$ cat src/rtl/mem_access_unit.sv
// rtl/mem_access_unit.sv - MIPS32 memory-stage load/store engine with ready-handshake RAM bus
module mem_access_unit #(
  parameter int TIMEOUT_CYCLES = 255
) (
  input  logic        clk,
  input  logic        rst_n,
  input  logic        req_valid,
  input  logic [5:0]  op,
  input  logic [31:0] addr,
  input  logic [31:0] store_data,
  output logic        stall_req,
  output logic        done,
  output logic [31:0] load_data,
  output logic        misaligned,
  output logic        bus_error,
  output logic        ram_en,
  output logic [3:0]  ram_write_en,
  output logic [31:0] ram_addr,
  output logic [31:0] ram_write_data,
  input  logic        ram_ready,
  input  logic [31:0] ram_read_data
);

  localparam logic [5:0] OP_LB  = 6'h20;
  localparam logic [5:0] OP_LH  = 6'h21;
  localparam logic [5:0] OP_LW  = 6'h23;
  localparam logic [5:0] OP_LBU = 6'h24;
  localparam logic [5:0] OP_LHU = 6'h25;
  localparam logic [5:0] OP_SB  = 6'h28;
  localparam logic [5:0] OP_SH  = 6'h29;
  localparam logic [5:0] OP_SW  = 6'h2B;

  typedef enum logic [1:0] {IDLE, BUSY, RESP} state_t;

  state_t      state, state_next;
  logic [5:0]  op_q;
  logic [1:0]  off_q;
  logic [31:0] addr_q;
  logic [3:0]  wen_q;
  logic [31:0] wdata_q;
  logic [9:0]  timer_q;
  logic [31:0] ldata_q;
  logic        mis_q;
  logic        err_q;

  logic        is_mem;
  logic        aligned;
  logic [3:0]  wen_d;
  logic [31:0] wdata_d;
  logic        accept;
  logic        timeout_hit;
  logic [7:0]  byte_sel;
  logic [15:0] half_sel;
  logic [31:0] load_ext;

  always_comb begin
    is_mem  = 1'b1;
    aligned = 1'b1;
    wen_d   = 4'b0000;
    wdata_d = 32'h0;
    case (op)
      OP_LB, OP_LBU: aligned = 1'b1;
      OP_LH, OP_LHU: aligned = ~addr[0];
      OP_LW:         aligned = (addr[1:0] == 2'b00);
      OP_SB: begin
        wen_d   = 4'b0001 << addr[1:0];
        wdata_d = {4{store_data[7:0]}};
      end
      OP_SH: begin
        aligned = ~addr[0];
        wen_d   = addr[1] ? 4'b1100 : 4'b0011;
        wdata_d = {2{store_data[15:0]}};
      end
      OP_SW: begin
        aligned = (addr[1:0] == 2'b00);
        wen_d   = 4'b1111;
        wdata_d = store_data;
      end
      default: is_mem = 1'b0;
    endcase
  end

  assign accept = (state == IDLE) && req_valid && is_mem;
  // timer_q counts misses already seen, so this miss is the TIMEOUT_CYCLES-th one
  assign timeout_hit = (timer_q == 10'(TIMEOUT_CYCLES - 1));

  always_comb begin
    state_next = state;
    stall_req  = 1'b0;
    done       = 1'b0;
    case (state)
      IDLE: begin
        if (accept) begin
          stall_req  = 1'b1;
          state_next = aligned ? BUSY : RESP;
        end
      end
      BUSY: begin
        stall_req = 1'b1;
        if (ram_ready || timeout_hit) state_next = RESP;
      end
      RESP: begin
        done       = 1'b1;
        state_next = IDLE;
      end
      default: state_next = IDLE;
    endcase
  end

  always_ff @(posedge clk or negedge rst_n) begin
    if (!rst_n) state <= IDLE;
    else        state <= state_next;
  end

  always_comb begin
    case (off_q)
      2'd0:    byte_sel = ram_read_data[7:0];
      2'd1:    byte_sel = ram_read_data[15:8];
      2'd2:    byte_sel = ram_read_data[23:16];
      default: byte_sel = ram_read_data[31:24];
    endcase
    half_sel = off_q[1] ? ram_read_data[31:16] : ram_read_data[15:0];
    case (op_q)
      OP_LB:   load_ext = {{24{byte_sel[7]}}, byte_sel};
      OP_LBU:  load_ext = {24'h0, byte_sel};
      OP_LH:   load_ext = {{16{half_sel[15]}}, half_sel};
      OP_LHU:  load_ext = {16'h0, half_sel};
      OP_LW:   load_ext = ram_read_data;
      default: load_ext = 32'h0;
    endcase
  end

  always_ff @(posedge clk or negedge rst_n) begin
    if (!rst_n) begin
      op_q    <= 6'h0;
      off_q   <= 2'b00;
      addr_q  <= 32'h0;
      wen_q   <= 4'b0000;
      wdata_q <= 32'h0;
      timer_q <= 10'd0;
      ldata_q <= 32'h0;
      mis_q   <= 1'b0;
      err_q   <= 1'b0;
    end else if (accept) begin
      op_q    <= op;
      off_q   <= addr[1:0];
      addr_q  <= {addr[31:2], 2'b00};
      wen_q   <= wen_d;
      wdata_q <= wdata_d;
      timer_q <= 10'd0;
      ldata_q <= 32'h0;
      mis_q   <= ~aligned;
      err_q   <= 1'b0;
    end else if (state == BUSY) begin
      if (ram_ready) begin
        ldata_q <= load_ext;
      end else begin
        timer_q <= timer_q + 10'd1;
        if (timeout_hit) err_q <= 1'b1;
      end
    end
  end

  // Bus fields only leave the block while BUSY; elsewhere the bus reads as idle zeros
  assign ram_en         = (state == BUSY);
  assign ram_addr       = ram_en ? addr_q : 32'h0;
  assign ram_write_en   = ram_en ? wen_q : 4'b0000;
  assign ram_write_data = ram_en ? wdata_q : 32'h0;

  assign load_data  = done ? ldata_q : 32'h0;
  assign misaligned = done & mis_q;
  assign bus_error  = done & err_q;

endmodule

$ cat config.mk
export PLATFORM = sky130hd
export DESIGN_NAME = mem_access_unit
export DESIGN_NICKNAME = d
export VERILOG_FILES = /design/src/rtl/mem_access_unit.sv
export SDC_FILE = /design/constraint.sdc
export NUM_CORES = 1
export LEC_CHECK = 0
export BUFFER_PORTS_ARGS = -buffer_cell sky130_fd_sc_hd__buf_2
export CAP_MARGIN = 10
export CORE_ASPECT_RATIO = 1.1
export CORE_MARGIN = 2
export CORE_UTILIZATION = 39
export CTS_BUF_LIST = sky130_fd_sc_hd__clkbuf_8
export CTS_CLUSTER_SIZE = 25
export DETAILED_ROUTE_END_ITERATION = 8
export PLACE_DENSITY = 0.79
export SYNTH_ARGS = -nofsm -noshare
export SYNTH_HDL_FRONTEND = slang
export SYNTH_SLANG_ARGS = --single-unit
$ cat constraint.sdc
create_clock -name clk -period 2 [get_ports clk]
set_clock_uncertainty 0.15 [all_clocks]
set_input_delay 0.2 -clock clk [delete_from_list [all_inputs] [get_ports clk]]
set_output_delay 0.2 -clock clk [all_outputs]
set_load 0.03 [all_outputs]
==> results.md, run 1 <==
- The clock edge transition at the registers on the reported setup and hold paths is 0.07 ns.
- The number of clock sinks seen by CTS is 120.
- The worst setup path is of the flip-flop to output pin kind.
- The slew at the pin closest to its max-slew limit is 0.589 ns.
- The worst pin sits at a relative slew slack of 0.606.
- The top-level I/O count is 211.
- In the synthesized netlist, the number of instances is 704.
- Setup violations remaining at the end of the flow were counted as 67.
- The data required time of the critical path is 1.65 ns.
- The max-capacitance violation count is 0.
- After routing, the total negative slack on setup checks comes to -1.52 ns.
- After detailed routing, the number of remaining DRC violations is 0.
- The worst setup path is captured at an output pin.
- Across all hold checks on the routed design, the worst slack comes to 0.0443 ns.
- The first global-routing pass estimated 36500 um of wire.
- The most area-hungry cell type in the Yosys netlist is sky130_fd_sc_hd__dfrtp_1.
- CTS built an H-tree with a depth of 4.
- Using the TritonRoute via totals, the vias-per-cell ratio works out to 5.49.
- The finished layout holds 1249 standard cells, fillers aside.
- The Yosys warning count is 0.
- The first routing iteration left 519 violations.
- The first TritonRoute pass finished after 5 iterations.
- The remaining global-route overflow is 0.
- The critical path arrival is 1.71 ns.
- The detailed router placed 6858 vias in this run.
- The post-route minimum period is 2.06 ns.
- The initial standard-cell utilization of the core is 0.401.
- Buffers placed on the I/O ports in this run total 208.
- The filler cells instantiated in the layout total 1156.
- The number of antenna violations at the first check in global routing is 0.
- Summed over all cells, the static leakage comes to 4.97 nW.
- The prevailing post-synth register cell is sky130_fd_sc_hd__dfrtp_1.
- Dividing the final minimum period by the clock period gives 1.03.
- The total wire length is 23600 um.
- Counting tap cells, the placed design contains a total of 1104 instances.
- The final-report max-slew violation count was 0.
- The maximum achievable frequency is 486 MHz.
- The number of enable-type register cells in the synthesized netlist is 0.
- The tree is rooted in a sky130_fd_sc_hd__clkbuf_8.
- The share of the Yosys chip area taken by registers is 0.472.
- The checks that failed: negative setup slack.
- The maximum number of pins on one net before global-route repair is 44.
- Leaving out fill and tap cells, the most frequent cells in the layout are sky130_fd_sc_hd__nand2_1, sky130_fd_sc_hd__dfrtp_1, sky130_fd_sc_hd__buf_2, sky130_fd_sc_hd__dlygate4sd3_1, sky130_fd_sc_hd__buf_6.
- Traced cell by cell, the critical path runs through nand2b_4, inv_6, bufbuf_16, and2_1, buf_6.
- Power spread over the standard cell area amounts to 752 mW/mm^2.
- The placer congestion estimate is 0.874.
- The buffer and inverter count on the worst path is 3.
- In the final layout, the share of cells above drive strength 1 is 0.358.
- The share of synthesized area in the top cell type comes to 0.472.
- The width of the die is 126 um.
- The combined global-route utilization of all metal layers is 0.269.
- For this run, the post-layout net count is 1144.
- The cell with the largest stage delay on the worst path is sky130_fd_sc_hd__dfrtp_1.
- The async set-or-reset flop fraction in the synthesized netlist is 1.00.
- The height of the die is 138 um.
- In this run the worst hold path is classified as input port to flip-flop.
- Counting distinct cell types in the post-synthesis netlist gives 51.
- The final-report hold violation count is 0.
- Across the VDD grid, the largest voltage drop is 0.407 mV.
- The average wire per cell in the routed design is 18.9 um.
- The element type at the critical path start is a flip-flop.
- A synthesized cell averages 9.04 sq um.
- The clock tree buffer depth is 2.
- The TritonCTS clock tree is built.
- Relative to the synthesized area, the layout overhead comes to 59.3%.
- The run finished, with violations left.
- The netlist area before placement is 0.00636 sq mm.
- The kind of cell adding the most delay to the critical path is buffers and inverters.
- The area of the placeable core is 0.0159 sq mm.
- In the post-route analysis, the smallest setup slack over all paths is -0.0597 ns.
- The sum of net half-perimeters after detailed placement is 13200 um.
- The peak per-stage delay on the critical path is 0.40 ns.
- The number of synthesized register bits is 120.
- The number of global-route vias before repair is 6958.
- In this run the core area contains 48 standard-cell rows.
- The detail route stage leaves a number of antenna-violating nets equal to 0.
- The leading cell type in the layout, fill and taps excluded is sky130_fd_sc_hd__nand2_1.
- The final antenna diode count is 0.
- The floorplan die area is 0.0174 sq mm.
- The maximum fanout along the worst path is 17.
- Clock latency on the worst-skew pair, taken at its later pin, is 0.44 ns.
- At the end of the flow the core is filled with cells to 0.639.
- Setup repair after global routing could not meet its margin everywhere.
- Sorting the synthesized cells by area gives the leading types as sky130_fd_sc_hd__dfrtp_1, sky130_fd_sc_hd__and2_1, sky130_fd_sc_hd__nand2_1.
- The number of clock buffers added by TritonCTS is 17.
registers in the layout (all words and copies together), names as in the netlist:
register	flops
wdata_q	32
wen_q	4
timer_q	10
off_q	2
addr_q	30
op_q	6
err_q	1
state	2
ldata_q	32
mis_q	1
cells in the mapped netlist, types with 4 or more instances:
library cell               number
sky130_fd_sc_hd__a21oi_1       46
sky130_fd_sc_hd__a221oi_1       9
sky130_fd_sc_hd__a222oi_1      12
sky130_fd_sc_hd__a22oi_1       11
sky130_fd_sc_hd__and2_1       101
sky130_fd_sc_hd__buf_2          9
sky130_fd_sc_hd__clkbuf_1      32
sky130_fd_sc_hd__dfrtp_1      120
sky130_fd_sc_hd__inv_1          9
sky130_fd_sc_hd__mux2i_1       10
sky130_fd_sc_hd__mux4_2         7
sky130_fd_sc_hd__nand2_1      164
sky130_fd_sc_hd__nand3_1        9
sky130_fd_sc_hd__nand4_1        4
sky130_fd_sc_hd__nor2_1        45
sky130_fd_sc_hd__nor2b_1        7
sky130_fd_sc_hd__o21ai_0       30
sky130_fd_sc_hd__o21ai_2       12
sky130_fd_sc_hd__o31ai_1       11
sky130_fd_sc_hd__or3_1          4
sky130_fd_sc_hd__xor2_1         6
cell type report:
type,instances,area (sq um),area share
clock buffers,21,289,0.0285
clock inverters,11,129,0.0127
inverters,10,42.5,0.00420
multi-input cells,527,3260,0.321
flip-flops and latches,120,3000,0.296
well taps,200,250,0.0247
repair buffers,360,3170,0.312
cell families after synthesis:
family / Yosys count / synth area share
buf+inv: 58 / 0.0413
other cells: 1 / 0.000589
xor+xnor: 7 / 0.00963
fa+ha+maj: 2 / 0.00393
mux: 20 / 0.0458
compound gates: 141 / 0.145
simple gates: 355 / 0.282
flops: 120 / 0.472
routing by layer:
| metal | wire length, um | global-route usage | up-vias |
|---|---|---|---|
| met1 | 8530 | 0.299 | 3268 |
| met4 | 1070 | 0.132 | 0 |
| met2 | 12000 | 0.483 | 441 |
| li1 | - | - | 3056 |
| met5 | 0 | 0 | - |
| met3 | 2010 | 0.0718 | 93 |
final timing paths:
check	startpoint	endpoint	slack, ns	cells past startpoint
setup reg to reg	op_q[3]$_DFFE_PN0N_	ldata_q[4]$_DFFE_PN0P_	0.06	6
hold / removal	store_data[21]	wdata_q[21]$_DFFE_PN0N_	0.04	3
setup / recovery	state[1]$_DFFE_PN0P_	ram_addr[26]	-0.06	5
max in group asynchronous	rst_n	addr_q[10]$_DFFE_PN0N_	0.93	3
hold reg to reg	addr_q[14]$_DFFE_PN0N_	addr_q[14]$_DFFE_PN0N_	0.31	2
min in group asynchronous	rst_n	ldata_q[1]$_DFFE_PN0P_	0.14	2
report_power, final:
group / internal [mW] / total (mW) / leakage (nW) / switching (mW)
sequential: 2.86 / 3.15 / 1.57 / 0.291
clock: 1.34 / 2.32 / 0.225 / 0.976
combinational: 1.04 / 2.15 / 3.17 / 1.11
total: 5.25 / 7.62 / 4.97 / 2.37
metrics by stage:
step / setup slack (ns) / instance area (sq um) / total power [mW]
4_1_cts: -0.0750 / 9940 / 7.54
6_report: -0.0597 / 10100 / 7.62
3_3_place_gp: -0.0454 / 7830 / 4.81
2_1_floorplan: 0.0576 / 6370 / 4.22
5_1_grt: -0.113 / 10100 / 8.01
3_5_place_dp: -0.0652 / 7830 / 4.87
timing repair:
item | in CTS | in global routing
setup buffers | 4 | 5
gates cloned | 6 | 1
pin swaps | 29 | 3
resized for setup | 181 | 47
hold buffers | 97 | 0
setup endpoints to repair | 121 | 144
hold endpoints to repair | 135 | 0
tightest hold or removal path: stages:
cell,delay (ns)
sky130_fd_sc_hd__buf_2,0.08
sky130_fd_sc_hd__a22oi_1,0.07
sky130_fd_sc_hd__o31ai_1,0.24
Note: power is estimated with default switching activity, not from simulation.
==> inputs of run 2 (changes only) <==
CTS_BUF_LIST = sky130_fd_sc_hd__clkbuf_4 sky130_fd_sc_hd__clkbuf_8 sky130_fd_sc_hd__clkbuf_16   (was sky130_fd_sc_hd__clkbuf_8)
==> run 2 against run 1 <==
The flow still finishes with violations (negative setup slack). Hold slack lost 0.018 ns. Fmax grew 0.95%. Critical endpoint is now ram_write_data[24]. Global-route usage is 1.7 points lower. Total power rose by 12%. Register-to-register slack worse by 0.06 ns. Setup slack gained 0.019 ns. Core utilization up 1.1 points. Sequential share of layout area shrank 0.49 points.
==> results.md, run 2 (synthesis gave the netlist of run 1 again) <==
- The worst setup path is of the flip-flop to output pin kind.
- The TritonCTS clock tree is built.
- At the pin with the least slew margin, the transition time is 0.564 ns.
- Of all nets on the critical path, the largest fanout is 16.
- 211 I/O pins were placed.
- The total wire length is 24600 um.
- The sum of net half-perimeters after detailed placement is 13200 um.
- The min-delay analysis places its worst path in the category input port to flip-flop.
- The power consumption is 8.56 mW.
- In the layout the commonest cells are sky130_fd_sc_hd__nand2_1, sky130_fd_sc_hd__dfrtp_1, sky130_fd_sc_hd__buf_2, sky130_fd_sc_hd__dlygate4sd3_1, sky130_fd_sc_hd__buf_4.
- The post-route minimum period is 2.04 ns.
- The leading cell type in the layout, fill and taps excluded is sky130_fd_sc_hd__nand2_1.
- The finished cells cover 0.0103 sq mm.
- From synthesis to final layout, the design area changed by 62.0%.
- The critical path arrival is 1.69 ns.
- The total number of H-tree levels is 4.
- The largest registers in the layout are ldata_q: 32 flops, wdata_q: 32 flops, addr_q: 30 flops.
- The final-report hold violation count is 0.
- The tool flagged a number of max-cap violations equal to 0.
- Setup repair after global routing could not meet its margin everywhere.
- The average wire per cell in the routed design is 19.7 um.
- Setup violations remaining at the end of the flow were counted as 25.
- The final-report max-slew violation count is 0.
- The count of nets after finishing is 1146.
- The number of CTS-inserted buffers is 17.
- The width of the die is 126 um.
- The critical path endpoint category is an output pin.
- The height of the die is 138 um.
- The relative max-transition margin is 0.624.
- The post-route antenna net violation count is 0.
- The checks that failed: negative setup slack.
- The number of vias per cell is 5.51.
- The count of buffers from port buffering is 208.
- The floorplan die area is 0.0174 sq mm.
- The tree is rooted in a sky130_fd_sc_hd__clkbuf_16.
- The clock edge transition at the registers on the reported setup and hold paths is 0.05 ns.
- The share of cells above drive strength 1 is 0.359.
- Summing all placed instances gives a cell area of 0.00783 sq mm.
- The initial utilization of the core area, before any placement, comes to 0.401.
- The number of clock sinks seen by CTS is 120.
- In this run, the number of DRC markers left after iteration 0 of detailed routing was 628.
- The wire length of the first global-routing pass is 34500 um.
- The power density over the cells is 830 mW/mm^2.
- The final antenna diode count is 0.
- The number of global-route vias before repair is 6791.
- The total area inside the core boundary comes to 0.0159 sq mm.
- The number of detailed-route iterations in the first pass is 5.
- Data on the critical path is required at its endpoint by 1.65 ns.
- Prior to clock tree synthesis, the placed netlist has a worst setup slack of -0.0652 ns.
- The summed negative setup slack over all endpoints is -0.590 ns.
- No sink is reached through more buffers than the 2 on the longest clock path.
- The maximum number of pins on one net before global-route repair is 44.
- Across all setup checks in the final design, the least slack found is -0.0402 ns.
- The element type at the critical path start is a flip-flop.
- The part of the cycle the worst path needs is 1.02.
- The number of antenna violations at the first check in global routing was 0.
- The via count is 6890.
- The clock latency on the worst-skew pair is 0.42 ns.
- The DRC violations left is 0.
- In the global route stage, overall resource usage came out at 0.253.
- The maximum vdd drop is 0.496 mV.
- The congestion estimate from routability-driven global placement came to 0.874.
- In this run the static leakage power is 5.06 nW.
- For this run, the top clock speed supported by timing is 490 MHz.
- The filler cells instantiated in the layout total 1156.
- The flow ran to the end, but the final reports show violations.
- The remaining global-route overflow is 0.
- The floorplan has 48 rows.
- The worst hold slack is 0.0260 ns.
## run 2: changes by cell type in the layout (fill, tap and decap cells not counted), moves of 4 or more
cell                            previous run  this run
sky130_fd_sc_hd__buf_16                    5         1
sky130_fd_sc_hd__clkbuf_16                 1        23
sky130_fd_sc_hd__buf_2                   106       113
sky130_fd_sc_hd__and2_4                   41        32
sky130_fd_sc_hd__clkbuf_4                 25         6
sky130_fd_sc_hd__buf_6                    65        59
sky130_fd_sc_hd__and2_1                   60        69
sky130_fd_sc_hd__dlygate4sd3_1            97        93
sky130_fd_sc_hd__buf_4                    52        76
sky130_fd_sc_hd__clkbuf_8                 21         4
## run 2: report_power, final
group | internal (mW) | switching (mW)
Combinational | 1.04 | 1.13
Clock | 2.12 | 1.10
Sequential | 2.86 | 0.299
Total | 6.02 | 2.54
## run 2: cell type report
| type | count | area (sq um) | area share |
|---|---|---|---|
| timing repair buffer | 361 | 3130 | 0.303 |
| clock inverter | 8 | 118 | 0.0114 |
| sequential | 120 | 3000 | 0.291 |
| clock buffer | 24 | 503 | 0.0488 |
| inverter | 10 | 50.0 | 0.00485 |
| tap | 200 | 250 | 0.0243 |
| timing repair inverter | 1 | 11.3 | 0.00109 |
| multi-input combinational | 527 | 3250 | 0.315 |
## run 2: stage by stage
step,utilization,instances
2_1_floorplan,-,705
5_1_grt,0.650,1251
4_1_cts,0.606,1230
6_report,0.650,1251
3_5_place_dp,0.494,1104
3_3_place_gp,0.494,1104
## run 2: what timing repair did
item,in CTS,in global routing
pin swaps,0,23
hold endpoints to repair,129,0
buffers inserted,0,11
gates cloned,1,10
resized for setup,82,153
endpoints found under the setup margin,120,138
hold buffers,93,0
## run 2: worst paths after layout
check / start / endpoint / slack, ns / cells past startpoint
worst max-delay path: state[0]$_DFFE_PN0P_ / ram_write_data[24] / -0.04 / 5
worst min-delay path: ram_read_data[7] / ldata_q[7]$_DFFE_PN0P_ / 0.03 / 3
worst max register to register: state[1]$_DFFE_PN0P_ / wdata_q[12]$_DFFE_PN0N_ / 0 / 8
worst min register to register: ldata_q[28]$_DFFE_PN0P_ / ldata_q[28]$_DFFE_PN0P_ / 0.32 / 2
max in group asynchronous: rst_n / wdata_q[24]$_DFFE_PN0N_ / 0.89 / 3
min in group asynchronous: rst_n / timer_q[3]$_DFFE_PN0P_ / 0.16 / 2
## run 2: layer usage
layer | wire length [um] | GRT usage
met4 | 1140 | 0.128
met2 | 12300 | 0.443
met5 | 0 | 0
met3 | 2050 | 0.0710
met1 | 9110 | 0.285
## run 2: worst max-delay path, cell delays in order (launching register included)
cell                        delay (ns)
sky130_fd_sc_hd__dfrtp_2          0.45
sky130_fd_sc_hd__nand2b_4         0.18
sky130_fd_sc_hd__clkinv_8         0.12
sky130_fd_sc_hd__clkbuf_16        0.20
sky130_fd_sc_hd__and2_1           0.18
sky130_fd_sc_hd__buf_6            0.14
==> inputs of run 3 (changes only) <==
CORE_UTILIZATION = 30   (was 39)
CTS_BUF_LIST = default   (was sky130_fd_sc_hd__clkbuf_4 sky130_fd_sc_hd__clkbuf_8 sky130_fd_sc_hd__clkbuf_16)
PLACE_DENSITY = 0.66   (was 0.79)
==> run 3 against run 2 <==
The flow now finishes without violations. Routed wire length decreased by 8.7%. Total power decreased by 4.6%. Global-route usage decreased by 6.0 points. Register-to-register slack improved by 0.08 ns. Non-clock buffer count decreased by 4. Combinational power decreased by 6%. Fmax increased by 2.2%. Sequential share of layout area increased by 0.96 points. Setup slack improved by 0.044 ns. Count of clock-buffer cells in the layout decreased by 3.
==> results.md, run 3 (synthesis gave the netlist of run 1 again) <==
- The run finished with clean final reports.
- Once detail routing completed, the nets flagged for antenna violations numbered 0.
- The peak per-stage delay on the critical path is 0.39 ns.
- The number of antenna violations at the first check in global routing is 0.
- In the layout the commonest cells are sky130_fd_sc_hd__nand2_1, sky130_fd_sc_hd__buf_2, sky130_fd_sc_hd__dfrtp_1, sky130_fd_sc_hd__dlygate4sd3_1, sky130_fd_sc_hd__and2_1.
- On the critical path, the stage with the largest delay is an instance of sky130_fd_sc_hd__dfrtp_1.
- The critical path arrival is 1.65 ns.
- After detailed routing, the number of remaining DRC violations is 0.
- Setup repair after global routing could not meet its margin everywhere.
- After detailed routing, the average wire length per cell comes to 16.9 um.
- The leading cell type in the layout, fill and taps excluded is sky130_fd_sc_hd__nand2_1.
- The initial standard-cell utilization of the core is 0.307.
- The TritonCTS clock tree is built.
- Across every metal layer, demand over resource in global routing totals 0.193.
- The floorplan die area is 0.0224 sq mm.
- For the worst-skew pair, the clock arrives at the later sink with an insertion delay of 0.42 ns.
- The relative max-transition margin is 0.563.
- In the global route stage, met3 resource usage came out at 0.0456.
- Setup violations remaining at the end of the flow were counted as 0.
- The kind of cell adding the most delay to the critical path is buffers and inverters.
- The first global-routing pass estimated 33900 um of wire.
- Across the run, the number of max-cap violations was 0.
- The met1 demand-to-capacity share in global routing is 0.249.
- Entering global routing, the biggest net connects 44 pins.
- The number of detailed-route iterations in the first pass is 7.
- The count of standard-cell rows is 55.
- The power density over the cells is 818 mW/mm^2.
- The slew at the pin closest to its max-slew limit is 0.655 ns.
- The analysis attributes to cell leakage a power of 4.94 nW.
- The count of nets after finishing is 1142.
- The final-report hold violation count is 0.
- The worst setup path is launched from a flip-flop.
- Detailed placement finished with a half-perimeter wire length of 13900 um.
- The buffer and inverter count on the worst path is 3.
- The worst hold slack is 0.00926 ns.
- The iteration-0 DRC count of the detailed router is 503.
- The worst min-delay path class is input port to flip-flop.
- The data required time of the critical path is 1.65 ns.
- Compared with the post-synthesis result, the final layout area differs by 56.8%.
- The clock tree buffer depth is 2.
- The fraction of met2 tracks used by global routing is 0.320.
- The cell sitting at the root of the clock tree is a sky130_fd_sc_hd__clkbuf_16.
- In the final layout, the share of cells above drive strength 1 is 0.339.
- In this run the most used layer during global routing was met2.
- For this design the top-level I/O count stands at 211.
- The routed design could run at a clock period as short as 2.00 ns.
- Input and output buffers added on the ports amount to 208.
- The post-detailed-placement cell area is 0.00798 sq mm.
- The width of the die is 143 um.
- The remaining global-route overflow is 0.
- The maximum fanout along the worst path is 13.
- At the end of routability-driven placement, the weighted congestion stood at 0.847.
- The area of the placeable core is 0.0207 sq mm.
- Traced cell by cell, the critical path runs through nand2b_4, inv_8, bufbuf_16, and2_1, buf_6.
- The number of vias per cell is 4.90.
- The clock edge transition at the registers on the reported setup and hold paths is 0.06 ns.
- The final antenna diode count is 0.
- The via count is 6512.
- The number of global-route vias before repair is 6519.
- In the finished design, the share of the clock period the worst path needs comes to 0.998.
- The worst setup path is captured at an output pin.
- In the final layout, the registers with the most flip-flops are ldata_q: 32 flops, wdata_q: 32 flops, addr_q: 30 flops.
- The number of CTS-inserted buffers is 17.
- The maximum achievable frequency is 501 MHz.
- The maximum vdd drop is 0.580 mV.
- The number of clock sinks seen by CTS is 120.
- The worst setup path category is flip-flop to output pin.
- The total number of H-tree levels is 4.
- The power consumption is 8.16 mW.
- The final-report max-slew violation count came to 0.
- The final instance area is 0.00998 sq mm.
- The total wire length is 22500 um.
- The height of the die is 157 um.
==> run 3: changes by cell type in the layout (fill, tap and decap cells not counted), sizes merged <==
cell,delta
dlygate4sd3,-1
clkbuf,+7
buf,-14
o21ai,+1
bufinv,-1
clkinv,+1
bufbuf,+1
==> run 3: final cells by class <==
| type | instances | area (sq um) |
|---|---|---|
| multi-input cells | 528 | 3190 |
| inverters | 10 | 45.0 |
| flip-flops and latches | 120 | 3000 |
| fillers | 1887 | 10700 |
| repair buffers | 357 | 2820 |
| well taps | 285 | 357 |
| clock buffers | 21 | 460 |
| clock inverters | 9 | 101 |
==> run 3: path summary, 6_finish.rpt <==
path	end	from	slack [ns]	cells after the start
worst min-delay path	wdata_q[21]$_DFFE_PN0N_	store_data[21]	0.009	3
worst max register to register	wdata_q[10]$_DFFE_PN0N_	state[1]$_DFFE_PN0P_	0.08	7
worst max-delay path	ram_addr[3]	state[1]$_DFFE_PN0P_	0.004	5
max in group asynchronous	wen_q[2]$_DFFE_PN0N_	rst_n	0.86	3
worst min register to register	wdata_q[6]$_DFFE_PN0N_	wdata_q[6]$_DFFE_PN0N_	0.32	2
min in group asynchronous	ldata_q[1]$_DFFE_PN0P_	rst_n	0.18	2
==> run 3: layer usage <==
metal,wire length [um],vias up
li1,-,3056
met1,9410,3108
met2,11100,315
met3,1560,33
met4,342,0
met5,0,-
==> run 3: power by group <==
| part | internal, mW | total, mW | switching, mW |
|---|---|---|---|
| Sequential | 2.86 | 3.14 | 0.278 |
| Combinational | 0.991 | 2.04 | 1.05 |
| Clock | 1.87 | 2.98 | 1.11 |
| Total | 5.73 | 8.16 | 2.43 |
==> run 3: stage by stage <==
stage	std cells	util	TNS [ns]	worst slack, ns
floorplan	705	-	0	0.0576
global placement	1195	0.385	-0.545	-0.0791
detailed placement	1195	0.385	-1.28	-0.126
CTS	1321	0.469	-0.0194	-0.00778
global route	1330	0.482	-1.03	-0.0494
finish	1330	0.482	0	0.00428
==> run 3: what timing repair did <==
item | CTS | global route
pin swaps | 0 | 2
gates resized for setup | 59 | 53
gates cloned | 2 | 5
endpoints found under the hold margin | 129 | 0
hold buffers | 92 | 0
endpoints found under the setup margin | 100 | 178
buffers inserted | 2 | 4
==> run 3: tightest hold or removal path, cell delays in order <==
cell	delay, ns
sky130_fd_sc_hd__buf_2	0.08
sky130_fd_sc_hd__a22oi_1	0.06
sky130_fd_sc_hd__o31ai_1	0.20
